`config.mk`:
```
export PLATFORM = sky130hd
export DESIGN_NAME = zigzag_agu_flat
export DESIGN_NICKNAME = d
export VERILOG_FILES = /design/src/rtl/zigzag_agu_if.sv /design/src/rtl/zigzag_agu.sv /design/src/flat_wrapper.sv
export SDC_FILE = /design/constraint.sdc
export NUM_CORES = 1
export LEC_CHECK = 0
export BUFFER_PORTS_ARGS = -buffer_cell sky130_fd_sc_hd__buf_2
export CORE_MARGIN = 4
export CORE_UTILIZATION = 59
export DETAILED_ROUTE_END_ITERATION = 16
export PLACE_DENSITY = 0.95
export SYNTH_ARGS = -nofsm -noshare
export SYNTH_HDL_FRONTEND = slang
export SYNTH_SLANG_ARGS = --single-unit
```
`constraint.sdc`:
```
create_clock -name clk -period 8.4 [get_ports clk]
set_input_delay 2.52 -clock clk [delete_from_list [all_inputs] [get_ports clk]]
set_output_delay 2.52 -clock clk [all_outputs]
set_load 0.005 [all_outputs]
```
`src/rtl/zigzag_agu_if.sv`:
```
// Command/config and output-stream bundle of the zig-zag plane address generator.
// The master side issues jobs and consumes pairs; the slave side is the generator.
interface zigzag_agu_if #(
    parameter int BWADDR = 21,
    parameter int BPREC  = 4
);
    logic              clr;
    logic              start;
    logic [BPREC-1:0]  pw;
    logic [BPREC-1:0]  pd;
    logic              sgnw;
    logic              sgnd;
    logic [BWADDR-1:0] basew;
    logic [BWADDR-1:0] based;
    logic              busy;
    logic              err;
    logic              out_valid;
    logic              out_ready;
    logic [BPREC-1:0]  offw;
    logic [BPREC-1:0]  offd;
    logic [BWADDR-1:0] addrw;
    logic [BWADDR-1:0] addrd;
    logic [BPREC:0]    diag;
    logic              sh;
    logic              neg;
    logic              last;

    modport master (
        output clr, start, pw, pd, sgnw, sgnd, basew, based, out_ready,
        input  busy, err, out_valid, offw, offd, addrw, addrd, diag, sh, neg, last
    );

    modport slave (
        input  clr, start, pw, pd, sgnw, sgnd, basew, based, out_ready,
        output busy, err, out_valid, offw, offd, addrw, addrd, diag, sh, neg, last
    );
endinterface

```
`src/rtl/zigzag_agu.sv`:
```
// Zig-zag (anti-diagonal) walk over weight/data bit-plane pairs, one pair per handshake.
// First pair visible 1 cycle after start; outputs are registered and hold while out_ready is low.
module zigzag_agu #(
    parameter int BWADDR = 21,
    parameter int BPREC  = 4
) (
    input logic          clk,
    input logic          rst_n,
    zigzag_agu_if.slave  bus
);
    localparam int KW = BPREC + 1;

    typedef enum logic {IDLE, RUN} state_t;

    state_t            state_q, state_d;
    logic [KW-1:0]     pw_q, pw_d, pd_q, pd_d;
    logic [KW-1:0]     iw_q, iw_d, id_q, id_d, k_q, k_d;
    logic              sgnw_q, sgnw_d, sgnd_q, sgnd_d;
    logic              err_q, err_d;
    logic [BWADDR-1:0] basew_q, basew_d, based_q, based_d;

    logic              run;
    logic              fire;
    logic              diag_end;
    logic              is_last;
    logic [KW-1:0]     k_nxt;
    logic [KW-1:0]     id_lo;

    assign run      = (state_q == RUN);
    assign fire     = run && bus.out_ready;
    assign k_nxt    = k_q + KW'(1);
    // Smallest data offset on the current diagonal; pairs at this offset open the diagonal.
    assign id_lo    = (k_q >= pw_q) ? (k_q - pw_q + KW'(1)) : '0;
    assign diag_end = (iw_q == '0) || (id_q == pd_q - KW'(1));
    assign is_last  = (k_q == pw_q + pd_q - KW'(2));

    always_comb begin
        state_d = state_q;
        pw_d    = pw_q;
        pd_d    = pd_q;
        sgnw_d  = sgnw_q;
        sgnd_d  = sgnd_q;
        basew_d = basew_q;
        based_d = based_q;
        iw_d    = iw_q;
        id_d    = id_q;
        k_d     = k_q;
        err_d   = 1'b0;

        if (bus.clr) begin
            state_d = IDLE;
        end else begin
            case (state_q)
                IDLE: begin
                    if (bus.start) begin
                        if ((bus.pw != '0) && (bus.pd != '0)) begin
                            state_d = RUN;
                            pw_d    = {1'b0, bus.pw};
                            pd_d    = {1'b0, bus.pd};
                            sgnw_d  = bus.sgnw;
                            sgnd_d  = bus.sgnd;
                            basew_d = bus.basew;
                            based_d = bus.based;
                            iw_d    = '0;
                            id_d    = '0;
                            k_d     = '0;
                        end else begin
                            err_d = 1'b1;
                        end
                    end
                end
                RUN: begin
                    if (fire) begin
                        if (is_last) begin
                            state_d = IDLE;
                        end else if (diag_end) begin
                            k_d = k_nxt;
                            if (k_nxt < pw_q) begin
                                iw_d = k_nxt;
                                id_d = '0;
                            end else begin
                                iw_d = pw_q - KW'(1);
                                id_d = k_nxt - pw_q + KW'(1);
                            end
                        end else begin
                            iw_d = iw_q - KW'(1);
                            id_d = id_q + KW'(1);
                        end
                    end
                end
                default: state_d = IDLE;
            endcase
        end
    end

    always_ff @(posedge clk or negedge rst_n) begin
        if (!rst_n) begin
            state_q <= IDLE;
            pw_q    <= '0;
            pd_q    <= '0;
            sgnw_q  <= 1'b0;
            sgnd_q  <= 1'b0;
            basew_q <= '0;
            based_q <= '0;
            iw_q    <= '0;
            id_q    <= '0;
            k_q     <= '0;
            err_q   <= 1'b0;
        end else begin
            state_q <= state_d;
            pw_q    <= pw_d;
            pd_q    <= pd_d;
            sgnw_q  <= sgnw_d;
            sgnd_q  <= sgnd_d;
            basew_q <= basew_d;
            based_q <= based_d;
            iw_q    <= iw_d;
            id_q    <= id_d;
            k_q     <= k_d;
            err_q   <= err_d;
        end
    end

    assign bus.busy      = run;
    assign bus.out_valid = run;
    assign bus.err       = err_q;
    assign bus.offw      = iw_q[BPREC-1:0];
    assign bus.offd      = id_q[BPREC-1:0];
    assign bus.addrw     = basew_q + {{(BWADDR-BPREC){1'b0}}, iw_q[BPREC-1:0]};
    assign bus.addrd     = based_q + {{(BWADDR-BPREC){1'b0}}, id_q[BPREC-1:0]};
    assign bus.diag      = k_q;
    assign bus.sh        = run && (id_q == id_lo) && (k_q != '0);
    assign bus.neg       = run && ((sgnw_q && (iw_q == pw_q - KW'(1))) ^
                                   (sgnd_q && (id_q == pd_q - KW'(1))));
    assign bus.last      = run && is_last;
endmodule

```
`src/flat_wrapper.sv`:
```
// flat-port wrapper written by rule: the top's interface ports become plain ports
module zigzag_agu_flat 
#(
    parameter int BWADDR = 21,
    parameter int BPREC  = 4
)
  (clk, rst_n, bus_clr, bus_start, bus_pw, bus_pd, bus_sgnw, bus_sgnd, bus_basew, bus_based, bus_out_ready, bus_busy, bus_err, bus_out_valid, bus_offw, bus_offd, bus_addrw, bus_addrd, bus_diag, bus_sh, bus_neg, bus_last);
  zigzag_agu_if #(.BWADDR(BWADDR), .BPREC(BPREC)) bus_i ();
  input logic clk;
  input logic rst_n;
  input wire logic [$bits(bus_i.clr)-1:0] bus_clr;
  input wire logic [$bits(bus_i.start)-1:0] bus_start;
  input wire logic [$bits(bus_i.pw)-1:0] bus_pw;
  input wire logic [$bits(bus_i.pd)-1:0] bus_pd;
  input wire logic [$bits(bus_i.sgnw)-1:0] bus_sgnw;
  input wire logic [$bits(bus_i.sgnd)-1:0] bus_sgnd;
  input wire logic [$bits(bus_i.basew)-1:0] bus_basew;
  input wire logic [$bits(bus_i.based)-1:0] bus_based;
  input wire logic [$bits(bus_i.out_ready)-1:0] bus_out_ready;
  output wire logic [$bits(bus_i.busy)-1:0] bus_busy;
  output wire logic [$bits(bus_i.err)-1:0] bus_err;
  output wire logic [$bits(bus_i.out_valid)-1:0] bus_out_valid;
  output wire logic [$bits(bus_i.offw)-1:0] bus_offw;
  output wire logic [$bits(bus_i.offd)-1:0] bus_offd;
  output wire logic [$bits(bus_i.addrw)-1:0] bus_addrw;
  output wire logic [$bits(bus_i.addrd)-1:0] bus_addrd;
  output wire logic [$bits(bus_i.diag)-1:0] bus_diag;
  output wire logic [$bits(bus_i.sh)-1:0] bus_sh;
  output wire logic [$bits(bus_i.neg)-1:0] bus_neg;
  output wire logic [$bits(bus_i.last)-1:0] bus_last;
  assign bus_i.clr = bus_clr;
  assign bus_i.start = bus_start;
  assign bus_i.pw = bus_pw;
  assign bus_i.pd = bus_pd;
  assign bus_i.sgnw = bus_sgnw;
  assign bus_i.sgnd = bus_sgnd;
  assign bus_i.basew = bus_basew;
  assign bus_i.based = bus_based;
  assign bus_i.out_ready = bus_out_ready;
  assign bus_busy = bus_i.busy;
  assign bus_err = bus_i.err;
  assign bus_out_valid = bus_i.out_valid;
  assign bus_offw = bus_i.offw;
  assign bus_offd = bus_i.offd;
  assign bus_addrw = bus_i.addrw;
  assign bus_addrd = bus_i.addrd;
  assign bus_diag = bus_i.diag;
  assign bus_sh = bus_i.sh;
  assign bus_neg = bus_i.neg;
  assign bus_last = bus_i.last;
  zigzag_agu #(.BWADDR(BWADDR), .BPREC(BPREC)) u_core (.clk(clk), .rst_n(rst_n), .bus(bus_i));
endmodule
```
# ---- Word level (Yosys, flattened, before mapping)
# Cells that the tools add are included.
dict set report word_totals {
  output_inout_bits 61
  regBits 69
  word_cells 81
  input_bits 57
}
dict set report op_classes {
  n_mux 27
  n_eq_ne 9
  n_reduce_logical 16
  bitwise 3
  order_cmp 2
  add_sub_neg 13
}
# cell n
set ops {}
lappend ops {{5-bit 2-to-1 mux} 14}
lappend ops {{21-bit by 4-bit adder with 21-bit output} 2}
lappend ops {{5-bit case mux with 2 select lines} 3}
lappend ops {{5-bit by 1-bit adder with 5-bit output, second input constant} 4}
lappend ops {{5-bit equality test} 4}
lappend ops {{4-bit by 1-bit subtractor with 5-bit output, second input constant} 2}
lappend ops {{5-bit by 4-bit subtractor with 5-bit output} 2}
lappend ops {{1-bit 2-to-1 mux} 9}
lappend ops {{1-bit logical AND} 8}
lappend ops {{2-bit inequality test, second input constant} 4}
lappend ops {{4-bit nonzero test} 2}
lappend ops {{6-bit AND reduction} 1}
lappend ops {{4-bit by 4-bit adder with 5-bit output} 1}
lappend ops {{5-bit by 4-bit greater-or-equal comparator with 1-bit output} 1}
lappend ops {{5-bit logical NOT} 1}
lappend ops {{5-bit by 4-bit less-than comparator with 1-bit output} 1}
lappend ops {{5-bit AND reduction} 1}
lappend ops {{5-bit nonzero test} 1}
lappend ops {{5-bit by 1-bit subtractor with 5-bit output, second input constant} 1}
lappend ops {{5-bit by 2-bit subtractor with 5-bit output, second input constant} 1}
lappend ops {{4-bit AND reduction} 1}
lappend ops {{2-bit by 1-bit inequality test with 1-bit output, second input constant} 1}
lappend ops {{1-bit NOT} 2}
lappend ops {{1-bit case mux with 2 select lines} 1}
lappend ops {{2 further kinds} 2}

# ---- Depth between registers and ports, before layout
# Gate-level depths: netlist of run 1.
dict set report depth {
  depth_word 8
  depth_mapped 13
}

# ---- Worst setup path before layout of run 1
# Ideal clock, no wire load.
dict set report synth_path {
  kind {reg2out}
  startpoint {reg u_core.k_q[1], in the netlist u_core.bus.diag[1]}
  endpoint {out bus_sh}
  path_stages_with_launch 11
  required_time_ps 5880
  setup_slack_ps 3797
  t_arrival_ps 2083
  path_cell_list {dfrtp_1 > inv_1 > ha_1 > inv_1 > ha_1 > ha_1 > nor2_1 > xnor3_1 > o2bb2ai_1 > a22oi_1 > nor4_1}
}
dict set report synth_between {
  elab_chain_len 6
  word_cells_on_any_way 8
  classes_between {2 x add/sub; 1 x order compare; 1 x eq/ne; 1 x mux; 3 x reduce/logical}
}
# element line
set synth_lines {}
lappend synth_lines {{start: declaration} zigzag_agu.sv:17} ;# logic [KW-1:0] iw_q, iw_d, id_q, id_d, k_q, k_d;
lappend synth_lines {{start signal: assignment} zigzag_agu.sv:119} ;# k_q <= k_d;
lappend synth_lines {{5-bit by 4-bit subtractor with 5-bit output} zigzag_agu.sv:33} ;# assign id_lo = (k_q >= pw_q) ? (k_q - pw_q + KW'(1)) : '0;
lappend synth_lines {{5-bit by 1-bit adder with 5-bit output} zigzag_agu.sv:33}
lappend synth_lines {{5-bit 2-to-1 mux} zigzag_agu.sv:33}
lappend synth_lines {{5-bit equality test} zigzag_agu.sv:132} ;# assign bus.sh = run && (id_q == id_lo) && (k_q != '0);
lappend synth_lines {{1-bit logical AND} zigzag_agu.sv:132}
lappend synth_lines {{1-bit logical AND *} zigzag_agu.sv:132}
lappend synth_lines {{end: declaration} flat_wrapper.sv:28} ;# output wire logic [$bits(bus_i.sh)-1:0] bus_sh;
# Every way passes the cells marked *; elsewhere a longest branch is shown, timed or not.

# ---- Final worst setup path of run 1
dict set report layout_path {
  startpoint {reg u_core.iw_q[0]}
  endpoint {out bus_addrw[20]}
}
dict set report layout_between {
  elab_chain_len 1
}
# element line
set layout_lines {}
lappend layout_lines {{start: declaration} zigzag_agu.sv:17}
lappend layout_lines {{start signal: assignment} zigzag_agu.sv:117} ;# iw_q <= iw_d;
lappend layout_lines {{21-bit by 4-bit adder with 21-bit output} zigzag_agu.sv:129} ;# assign bus.addrw = basew_q + {{(BWADDR-BPREC){1'b0}}, iw_q[BPREC-1:0]};
lappend layout_lines {{end: declaration} flat_wrapper.sv:25} ;# output wire logic [$bits(bus_i.addrw)-1:0] bus_addrw;
# Every way passes these cells.

==> metrics.txt, run 1 <==
Starting Density 60.9%; CP max stage cell dfrtp_1; Post-synth top flop dfrtp_1; crit path DAT between 2 and 3 ns; Finished Layout Cells 728; DRC viols 0; Register Area 1730 µm²; Crit Path Class flop to primary output; relative slew slack 22.9%; layout cell share with drive strength beyond 1 30.0%; cells along the critical path ha_1, inv_1, fa_1, inv_1, a21oi_1, o21bai_1, nor2b_1, nand4_1, xnor2_1, buf_2; CTS buffer count 9; CP dominant cell by count inv_1; Final #Nets between 700 and 800; first-pass GRT wire length 21.2 mm; Placer Congestion 0.902; Setup WS post-layout 2.89 ns; grt ovf 0; area share of the largest cell type after synthesis 34.5%; R2R Path Start u_core.pw_q[1]; Leak around 2.7 nW; clock latency on the worst-skew pair 0.34 ns; Critical Path Start u_core.iw_q[0]; Startpoint Class flop; die area 10000 µm²; Synth area leaders dfrtp_1 (35%), ha_1 (10%), mux2_2 (9.5%); final setup fails 0; crit-path max cell delay 0.52 ns; Root Buffer clkbuf_8; post-synthesis async set-or-reset flop share 100%; DR WL/cell roughly 18 µm; Distinct cells, synth 58; postcts setup bufs 0; placed insts 712; Yosys reg bits 69; post-route minimum period 5.51 ns; footprint of the multi-input gates approximately 3000 µm²; Worst Hold Class flop to flop; minimum hold slack 0.523 ns; CORE AREA about 8000 µm²; largest net degree at the start of global routing 70; final cycle utilization of the critical path 65.6%; crit end category primary output; # rows 33; DR iter-0 viols 331; Post-synth EDFFs 0; R2R cell count 11; vias in the first global route 4347; r2r endpoint u_core.iw_q[0]; register area share after synthesis between 30 and 40%; status finished, final reports clean; Worst-Margin Slew 1.15 ns; max cap viols 0; ANT cells 0; Mean Syn Cell Area between 9 and 10 µm²; Syn Inst Count 513; Clock transition at path regs 0.08 ns; first-pass detailed-route iteration total 5; clock sinks 69; Synth Net Count 615; antenna violations before repair 0; # fillers 570; unrepaired setup endpoints after global routing false; Crit Path Max Fanout 8; largest area contributor in the netlist dfrtp_1; mapped cell area 5000 µm²; Sum Neg Setup Slack 0 ns; Fin. Hold Viols 0; clk buf depth 2; WP data required roughly 6 ns; Yosys warnings 0; total power roughly 1.6 mW; synth cell count leaders dfrtp_1 (69), nand2_1 (47), xnor2_1 (47); count leader, synth dfrtp_1; dpl ws 3.29 ns; total track usage between 20% and 30%; Post-CTS Resized 0; H-tree depth 3; Vias/cell 5.97; final core utilization 70.5%; Die W 100 µm; vias 4348; power per cell area 280 nW/µm²; skew final approximately 0.013 ns; hold_buf cts 0; Die Ht 100 µm; post-route ant nets 0; Final Cell Area 5790 µm²; max-slew violation count 0; Worst Setup EP bus_addrw[20]; Post-Place Cell Area 5600 µm²; drt total wl 13.1 mm; Max Freq 181 MHz; hpwl dp 10.0 mm; area delta synth->final 15.9%; VDD IR max 0.232 mV; Port Buffers approximately 120; worst reg-to-reg setup slack 4.71 ns; io pins 118; CTS tree built
-- cells by family (layout without fill, tap and decap cells) --
group / count (synthesis) / count (layout) / share of synthesized area, %
adder cells (fa/ha/maj): 45 / 45 / 11.9
AND/OR/NAND/NOR: 143 / 143 / 14.9
multiplexers: 51 / 51 / 11.3
XOR/XNOR: 64 / 64 / 11.5
buffers and inverters: 65 / 175 / 5.75
flip-flops: 69 / 69 / 34.5
AO/OA/AOI/OAI: 76 / 76 / 10.2
-- worst min path at each step --
stage / startpoint / endpoint / slack (ns) / cells past startpoint
floorplan: u_core.sgnw_q / u_core.sgnw_q / 0.48 / 1
global placement: u_core.based_q[3] / u_core.based_q[3] / 0.49 / 1
detailed placement: u_core.based_q[2] / u_core.based_q[2] / 0.51 / 1
CTS: u_core.based_q[3] / u_core.based_q[3] / 0.52 / 1
global route: u_core.based_q[2] / u_core.based_q[2] / 0.55 / 1
finish: u_core.based_q[3] / u_core.based_q[3] / 0.52 / 1
-- area by class of cell --
cell class,instances,share of cell area (%)
clock buffers,9,2.14
flip-flops and latches,69,29.8
well taps,105,2.27
inverters,40,2.59
clock inverters,7,1.27
repair buffers,119,10.4
multi-input cells,379,51.6
-- cells in the final DEF, fill, tap and decap left out, drive strengths merged, types with 6 or more instances in the layout --
master / instances
nand3: 21
mux2: 43
nor2: 21
and3: 7
o21ai: 25
buf: 119
xnor2: 47
dfrtp: 69
inv: 41
nor4: 7
xor2: 16
ha: 41
nand2: 47
a21oi: 12
mux2i: 8
nor2b: 6
clkbuf: 9
nand2b: 7
-- flip-flops by register name, indices dropped and copies added, names as in the netlist, 4 cells and up --
name	cells
u_core.basew_q	21
u_core.id_q	5
u_core.based_q	21
u_core.bus.diag	5
u_core.pw_q	4
u_core.iw_q	5
u_core.pd_q	4
-- where the power goes --
| group | total [mW] | switching, mW | internal, mW |
|---|---|---|---|
| clock | 0.271 | 0.133 | 0.138 |
| combinational | 0.825 | 0.436 | 0.390 |
| sequential | 0.527 | 0.120 | 0.408 |
| total | 1.62 | 0.688 | 0.935 |
-- layer usage --
metal  up-vias  GRT usage [%]  share of wire, %
met3        50           5.07               7.3
met1      2080           33.0                38
met4         0           9.22               3.0
li1       1985              -                 -
met2       233           45.5                51
met5         -              0                 0
-- worst max-delay path: cells and delay by family (launching register included) --
| kind | cells | cell delay [ns] |
|---|---|---|
| buffers and inverters | 3 | 0.28 |
| and+or+nand+nor | 2 | 0.67 |
| xor gates and xnor gates | 1 | 0.19 |
| AOI/OAI and AO/OA | 2 | 0.35 |
| DFF | 1 | 0.52 |
| adders and majority gates | 2 | 0.64 |
(Power assumes the default switching activity.)
==> run 2: changes to the inputs <==
--- a/config.mk
+++ b/config.mk
@@ -5,11 +5,12 @@
 export SDC_FILE = /design/constraint.sdc
 export NUM_CORES = 1
 export LEC_CHECK = 0
+export ABC_AREA = 1
 export BUFFER_PORTS_ARGS = -buffer_cell sky130_fd_sc_hd__buf_2
 export CORE_MARGIN = 4
-export CORE_UTILIZATION = 59
+export CORE_UTILIZATION = 56
 export DETAILED_ROUTE_END_ITERATION = 16
-export PLACE_DENSITY = 0.95
+export PLACE_DENSITY = 0.92
 export SYNTH_ARGS = -nofsm -noshare
 export SYNTH_HDL_FRONTEND = slang
 export SYNTH_SLANG_ARGS = --single-unit
==> constraint.sdc (replaced) <==
create_clock -name clk -period 5.7 [get_ports clk]
set_input_delay 1.71 -clock clk [delete_from_list [all_inputs] [get_ports clk]]
set_output_delay 1.71 -clock clk [all_outputs]
set_load 0.005 [all_outputs]
==> metrics.txt, run 2 <==
cells along the critical path ha_1, inv_1, fa_1, o21ai_2, nand2_1, nor2_4, nand2_2, nor2_1, xor2_1, buf_2; first-pass detailed-route iteration total 5 (unchanged); io pins 118 (unchanged); max cap viols 0 (unchanged); crit-path max cell delay 0.46 ns (-0.06 ns); antenna violations before repair 1 (+1); area share of the largest cell type after synthesis 32.3% (-2.2 points); CP max stage cell dfrtp_1; clock latency on the worst-skew pair 0.35 ns (about the same); VDD IR max 0.182 mV (-22%); Post-CTS Resized 0 (unchanged); Syn Inst Count 734 (+43%); DR iter-0 viols 304 (-8.2%); Yosys warnings 0 (unchanged); grt ovf 0 (unchanged); status finished, final reports clean; Synth Net Count 836 (+36%); Port Buffers 117 (unchanged); clk buf depth 2 (unchanged); vias in the first global route 4927 (+13%); first-pass GRT wire length 22.7 mm (+7.0%); # rows 35 (+6.1%); Crit Path Class flop to primary output; CORE AREA 9280 µm² (+13%); Worst-Margin Slew 1.01 ns (-0.132 ns); ANT cells 0 (unchanged); layout cell share with drive strength beyond 1 19.0% (-11 points); mapped cell area 5340 µm² (+6.9%); Placer Congestion 0.939 (+4.2%); largest net degree at the start of global routing 105 (+50%); Clock transition at path regs 0.08 ns (about the same); final core utilization 66.2% (-4.3 points); Sum Neg Setup Slack 0 ns (unchanged); max-slew violation count 0 (unchanged); Setup WS post-layout 1.39 ns (-1.50 ns); DRC viols 0 (unchanged); Yosys reg bits 69 (unchanged); top flop regs u_core.based_q x21, u_core.basew_q x21; Die W 106 µm (+5.6%); vias 5113 (+18%); register area share after synthesis 32.3% (-2.2 points); largest area contributor in the netlist dfrtp_1; Fin. Hold Viols 0 (unchanged); WP data required 3.99 ns (-1.89 ns); Post-Place Cell Area 5940 µm² (+6.1%); hold_buf cts 0 (unchanged); Startpoint Class flop; most common cell after layout, fill and taps aside nand2_1; die area 11200 µm² (+12%); Starting Density 57.6% (-3.3 points); crit end category primary output; unrepaired setup endpoints after global routing false; minimum hold slack 0.501 ns (-0.0225 ns); Mean Syn Cell Area 7.28 µm² (-25%); most frequent cells in the layout nand2_1 (177), buf_2 (117), inv_1 (115), nand3_1 (72), dfrtp_1 (69); clock sinks 69 (unchanged); Leak 3.46 nW (+26%); post-synthesis async set-or-reset flop share 100% (unchanged); Crit Path Max Fanout 8 (unchanged); DR WL/cell 14.1 µm (-21%); drt total wl 13.7 mm (+4.8%); Max Freq roughly 230 MHz; post-route minimum period 4.31 ns; Vias/cell 5.27 (-12%); Post-synth EDFFs 0 (unchanged); Final #Nets 939 (+30%); Worst Hold Class flop to flop; dpl ws 1.76 ns (-1.54 ns); skew final 0.00666 ns (-0.00677 ns); postcts setup bufs 0 (unchanged); CTS tree built; H-tree depth 3 (unchanged); Synth area leaders dfrtp_1 (32%), nand2_1 (12%), ha_1 (9.6%); total track usage 25.1% (-1.2 points); post-route ant nets 0 (unchanged); area delta synth->final 15.1%; Final Cell Area 6150 µm² (+6.1%); crit path DAT 2.60 ns (-0.39 ns); Die Ht 106 µm (+5.6%); relative slew slack 32.4% (+9.5 points); Post-synth top flop dfrtp_1; power per cell area 394 nW/µm² (+40%); synth cell count leaders nand2_1 (177), inv_1 (115), nand3_1 (72); Root Buffer clkbuf_8; CTS buffer count 9 (unchanged); final setup fails 0 (unchanged); count leader, synth nand2_1; hpwl dp 10.6 mm (+5.4%); final cycle utilization of the critical path 75.7%; Distinct cells, synth 36 (-38%)
## run 2: cell count changes after synthesis, sizes merged, moves of 26 or more
cell   change
mux2      -43
xnor2     -26
nor2      +38
nand2    +136
nand3     +53
inv       +78
## run 2: path summary, 6_finish.rpt
kind | from | end | slack [ns] | depth (start not counted)
setup reg to reg | u_core.pw_q[1] | u_core.bus.diag[3] | 2.90 | 15
max in group asynchronous | rst_n | u_core.sgnd_q | 3.23 | 2
min in group asynchronous | rst_n | u_core.bus.diag[2] | 1.53 | 1
hold / removal | u_core.pw_q[3] | u_core.pw_q[3] | 0.50 | 2
setup / recovery | u_core.iw_q[0] | bus_addrw[18] | 1.39 | 10
hold reg to reg | u_core.pw_q[3] | u_core.pw_q[3] | 0.50 | 2
## run 2: worst max-delay path, delay by kind of cell (launching register included)
kind / cells / cell delay [ns]
buf+inv: 2 / 0.18
simple gates: 4 / 0.56
flops: 1 / 0.46
fa+ha+maj: 2 / 0.62
compound gates: 1 / 0.28
xor+xnor: 1 / 0.16
## run 2: area by class of cell
type	count	area, µm²
fillers	787	3140
clock inverters	6	88.8
flip-flops and latches	69	1730
inverters	118	443
clock buffers	9	124
well taps	129	161
multi-input cells	520	3000
repair buffers	119	601
## run 2: cells by family (layout without fill, tap and decap cells)
kind of cell | after synthesis | in the layout | synth area share (%)
fa+ha+maj | 45 | 45 | 11.1
xor+xnor | 52 | 52 | 8.52
simple gates | 348 | 348 | 29.3
compound gates | 75 | 75 | 7.33
flops | 69 | 69 | 32.3
buf+inv | 145 | 252 | 11.5
## run 2: report_power, final
| group | leakage, nW | switching (mW) | total (mW) | internal (mW) |
|---|---|---|---|---|
| combinational | 2.50 | 0.726 | 1.23 | 0.500 |
| clock | 0.101 | 0.194 | 0.438 | 0.244 |
| sequential | 0.859 | 0.161 | 0.756 | 0.596 |
## run 2: through the flow
step | instances | power (mW)
6_report | 970 | 2.42
5_1_grt | 970 | 2.64
4_1_cts | 970 | 2.42
3_5_place_dp | 955 | 1.97
3_3_place_gp | 955 | 1.92
2_1_floorplan | 734 | 1.60
## run 2: layer usage
layer / up-vias / wire length, µm / GRT usage, %
met5: - / 12 / 0
met1: 2336 / 5540 / 31.4
met4: 2 / 458 / 10.6
met3: 42 / 996 / 5.76
met2: 216 / 6710 / 41.7
li1: 2517 / - / -
==> run 3: changes to the inputs <==
--- a/config.mk
+++ b/config.mk
@@ -8,9 +8,9 @@
 export ABC_AREA = 1
 export BUFFER_PORTS_ARGS = -buffer_cell sky130_fd_sc_hd__buf_2
 export CORE_MARGIN = 4
-export CORE_UTILIZATION = 56
+export CORE_UTILIZATION = 50
 export DETAILED_ROUTE_END_ITERATION = 16
-export PLACE_DENSITY = 0.92
+export PLACE_DENSITY = 0.87
 export SYNTH_ARGS = -nofsm -noshare
 export SYNTH_HDL_FRONTEND = slang
 export SYNTH_SLANG_ARGS = --single-unit
==> constraint.sdc (replaced) <==
create_clock -name clk -period 3.5 [get_ports clk]
set_input_delay 1.05 -clock clk [delete_from_list [all_inputs] [get_ports clk]]
set_output_delay 1.05 -clock clk [all_outputs]
set_load 0.005 [all_outputs]
==> metrics.txt, run 3 (synthesis gave the netlist of run 2 again) <==
status finished, final reports clean; vias in the first global route 5000 (+1.5%); DR iter-0 viols 424 (+39%); unrepaired setup endpoints after global routing true; Crit Path Class flop to primary output; VDD IR max 0.321 mV (+76%); Crit Path Max Fanout 4 (-4); CTS buffer count 9 (unchanged); Root Buffer clkbuf_8; Worst Hold Class primary input to asynchronous set/reset pin; Final #Nets 970 (+3.3%); crit path DAT 2.42 ns (-0.18 ns); Clock transition at path regs 0.09 ns (about the same); hpwl dp 10.9 mm (+3.1%); Leak 3.64 nW (+5.1%); Bufs and invs on worst path 4 (+2); final setup fails 0 (unchanged); # rows 37 (+5.7%); Die Ht 111 µm (+5.4%); Placer Congestion 0.934 (-0.56%); most frequent cells in the layout nand2_1 (175), buf_2 (117), inv_1 (106), nand3_1 (71), dfrtp_1 (64); io pins 118 (unchanged); clock latency on the worst-skew pair 0.36 ns (about the same); final cycle utilization of the critical path between 90% and 100%; cells along the critical path inv_2, ha_1, inv_1, fa_1, xor2_1, nor2_1, nand2_1, nor2_1, nand2_1, inv_1, buf_2; area delta synth->final 23.5%; Startpoint Class flop; CTS tree built; # fillers 868 (+10%); crit-path max cell delay 0.49 ns (+0.03 ns); top flop regs u_core.based_q x21, u_core.basew_q x21; total power 4.28 mW (+77%); layout cell share with drive strength beyond 1 25.1% (+6.1 points); first-pass GRT wire length 23.4 mm (+3.1%); grt ovf 0 (unchanged); WP data required 2.45 ns (-1.54 ns); Max Freq 288 MHz; power per cell area 648 nW/µm² (+65%); final core utilization 63.6% (-2.6 points); CP max stage cell fa_1; hold_buf cts 0 (unchanged); H-tree depth 3 (unchanged); clk buf depth 2 (unchanged); post-route minimum period 3.47 ns; post-route ant nets 0 (unchanged); antenna violations before repair 0 (-1); Starting Density 51.5% (-6.0 points); total track usage 23.0% (-2.2 points); Port Buffers 117 (unchanged); Vias/cell 5.22 (-0.98%); Die W 111 µm (+5.4%); CORE AREA 10400 µm² (+12%); die area 12400 µm² (+11%); max cap viols 0 (unchanged); family with the most delay on the worst path adder cells; ANT cells 0 (unchanged); Fin. Hold Viols 0 (unchanged); Finished Layout Cells 1008 (+3.9%); Worst-Margin Slew 0.833 ns (-0.182 ns); footprint of the multi-input gates 3140 µm² (+4.6%); Register Area 1730 µm² (+0.36%); skew final 0.0186 ns (+0.0119 ns); most common cell after layout, fill and taps aside nand2_1; largest net degree at the start of global routing 42 (-60%); drt total wl 14.9 mm (+8.8%); Post-Place Cell Area 6100 µm² (+2.8%); relative slew slack 44.3% (+12 points); first-pass detailed-route iteration total 5 (unchanged); crit end category primary output; vias 5261 (+2.9%); max-slew violation count 0 (unchanged); minimum hold slack 0.503 ns (+0.00165 ns); DRC viols 0 (unchanged); placed insts 976 (+2.2%); DR WL/cell 14.8 µm (+4.7%); clock sinks 69 (unchanged); Final Cell Area 6600 µm² (+7.3%)
run 3: cell types whose count changed in the layout (fill, tap and decap cells not counted), moves of 4 or more:
cell | before | now
buf_12 | 0 | 4
buf_4 | 2 | 28
dfrtp_1 | 69 | 64
dfrtp_2 | 0 | 5
ha_1 | 41 | 34
ha_4 | 0 | 5
inv_1 | 115 | 106
inv_2 | 3 | 12
run 3: power by group:
| group | internal [mW] | switching, mW | leakage (nW) |
|---|---|---|---|
| clock network | 0.471 | 0.336 | 0.116 |
| logic | 0.947 | 1.33 | 2.67 |
| registers | 0.974 | 0.217 | 0.852 |
| total | 2.39 | 1.89 | 3.64 |
run 3: metal layers:
layer | up-vias | part of all wire [%] | track usage, %
li1 | 2577 | - | -
met1 | 2435 | 41 | 29.2
met2 | 211 | 48 | 37.7
met3 | 38 | 8.3 | 5.82
met4 | 0 | 2.7 | 8.84
met5 | - | 0 | 0
run 3: worst paths after layout:
kind	start	endpoint	slack [ns]	depth (start not counted)
min	rst_n	u_core.bus.diag[4]	0.50	1
min in group clk	u_core.basew_q[3]	u_core.basew_q[3]	0.51	2
max in group asynchronous	rst_n	u_core.pw_q[0]	2.20	2
max	u_core.pd_q[2]	bus_last	0.03	11
max reg2reg	u_core.pd_q[2]	u_core.iw_q[3]	0.83	13
min reg2reg	u_core.basew_q[3]	u_core.basew_q[3]	0.51	2
run 3: layout make-up:
cell class,instances,share of cell area [%]
clock buffer,9,1.88
timing repair buffer,149,13.3
multi-input combinational,521,47.6
inverter,118,6.71
clock inverter,6,1.69
sequential,69,26.3
tap,136,2.58
run 3: worst reg2reg max path, cell delays in order, from the launching register on:
cell	delay, ns
dfrtp_1	0.41
inv_2	0.08
ha_1	0.29
inv_1	0.08
fa_1	0.56
xor2_1	0.16
nor2_1	0.07
nand2_1	0.07
nor2_1	0.05
nand2_1	0.09
nand2_2	0.08
nor2_1	0.43
nand3_1	0.16
nand2_1	0.09
run 3: repair_timing:
| action | in CTS | in global routing |
|---|---|---|
| pin swaps | 2 | 12 |
| gates resized for setup | 5 | 30 |
| cloned | 0 | 1 |
| setup buffers | 4 | 12 |
| setup endpoints to repair | 5 | 18 |
run 3: per-stage QoR:
step | setup WS (ns) | setup TNS, ns
after global placement | 0.398 | 0
final | 0.0280 | 0
after floorplan | 0.515 | 0
after global routing | -0.0826 | -0.226
after detailed placement | 0.255 | 0
after CTS | 0.0127 | 0
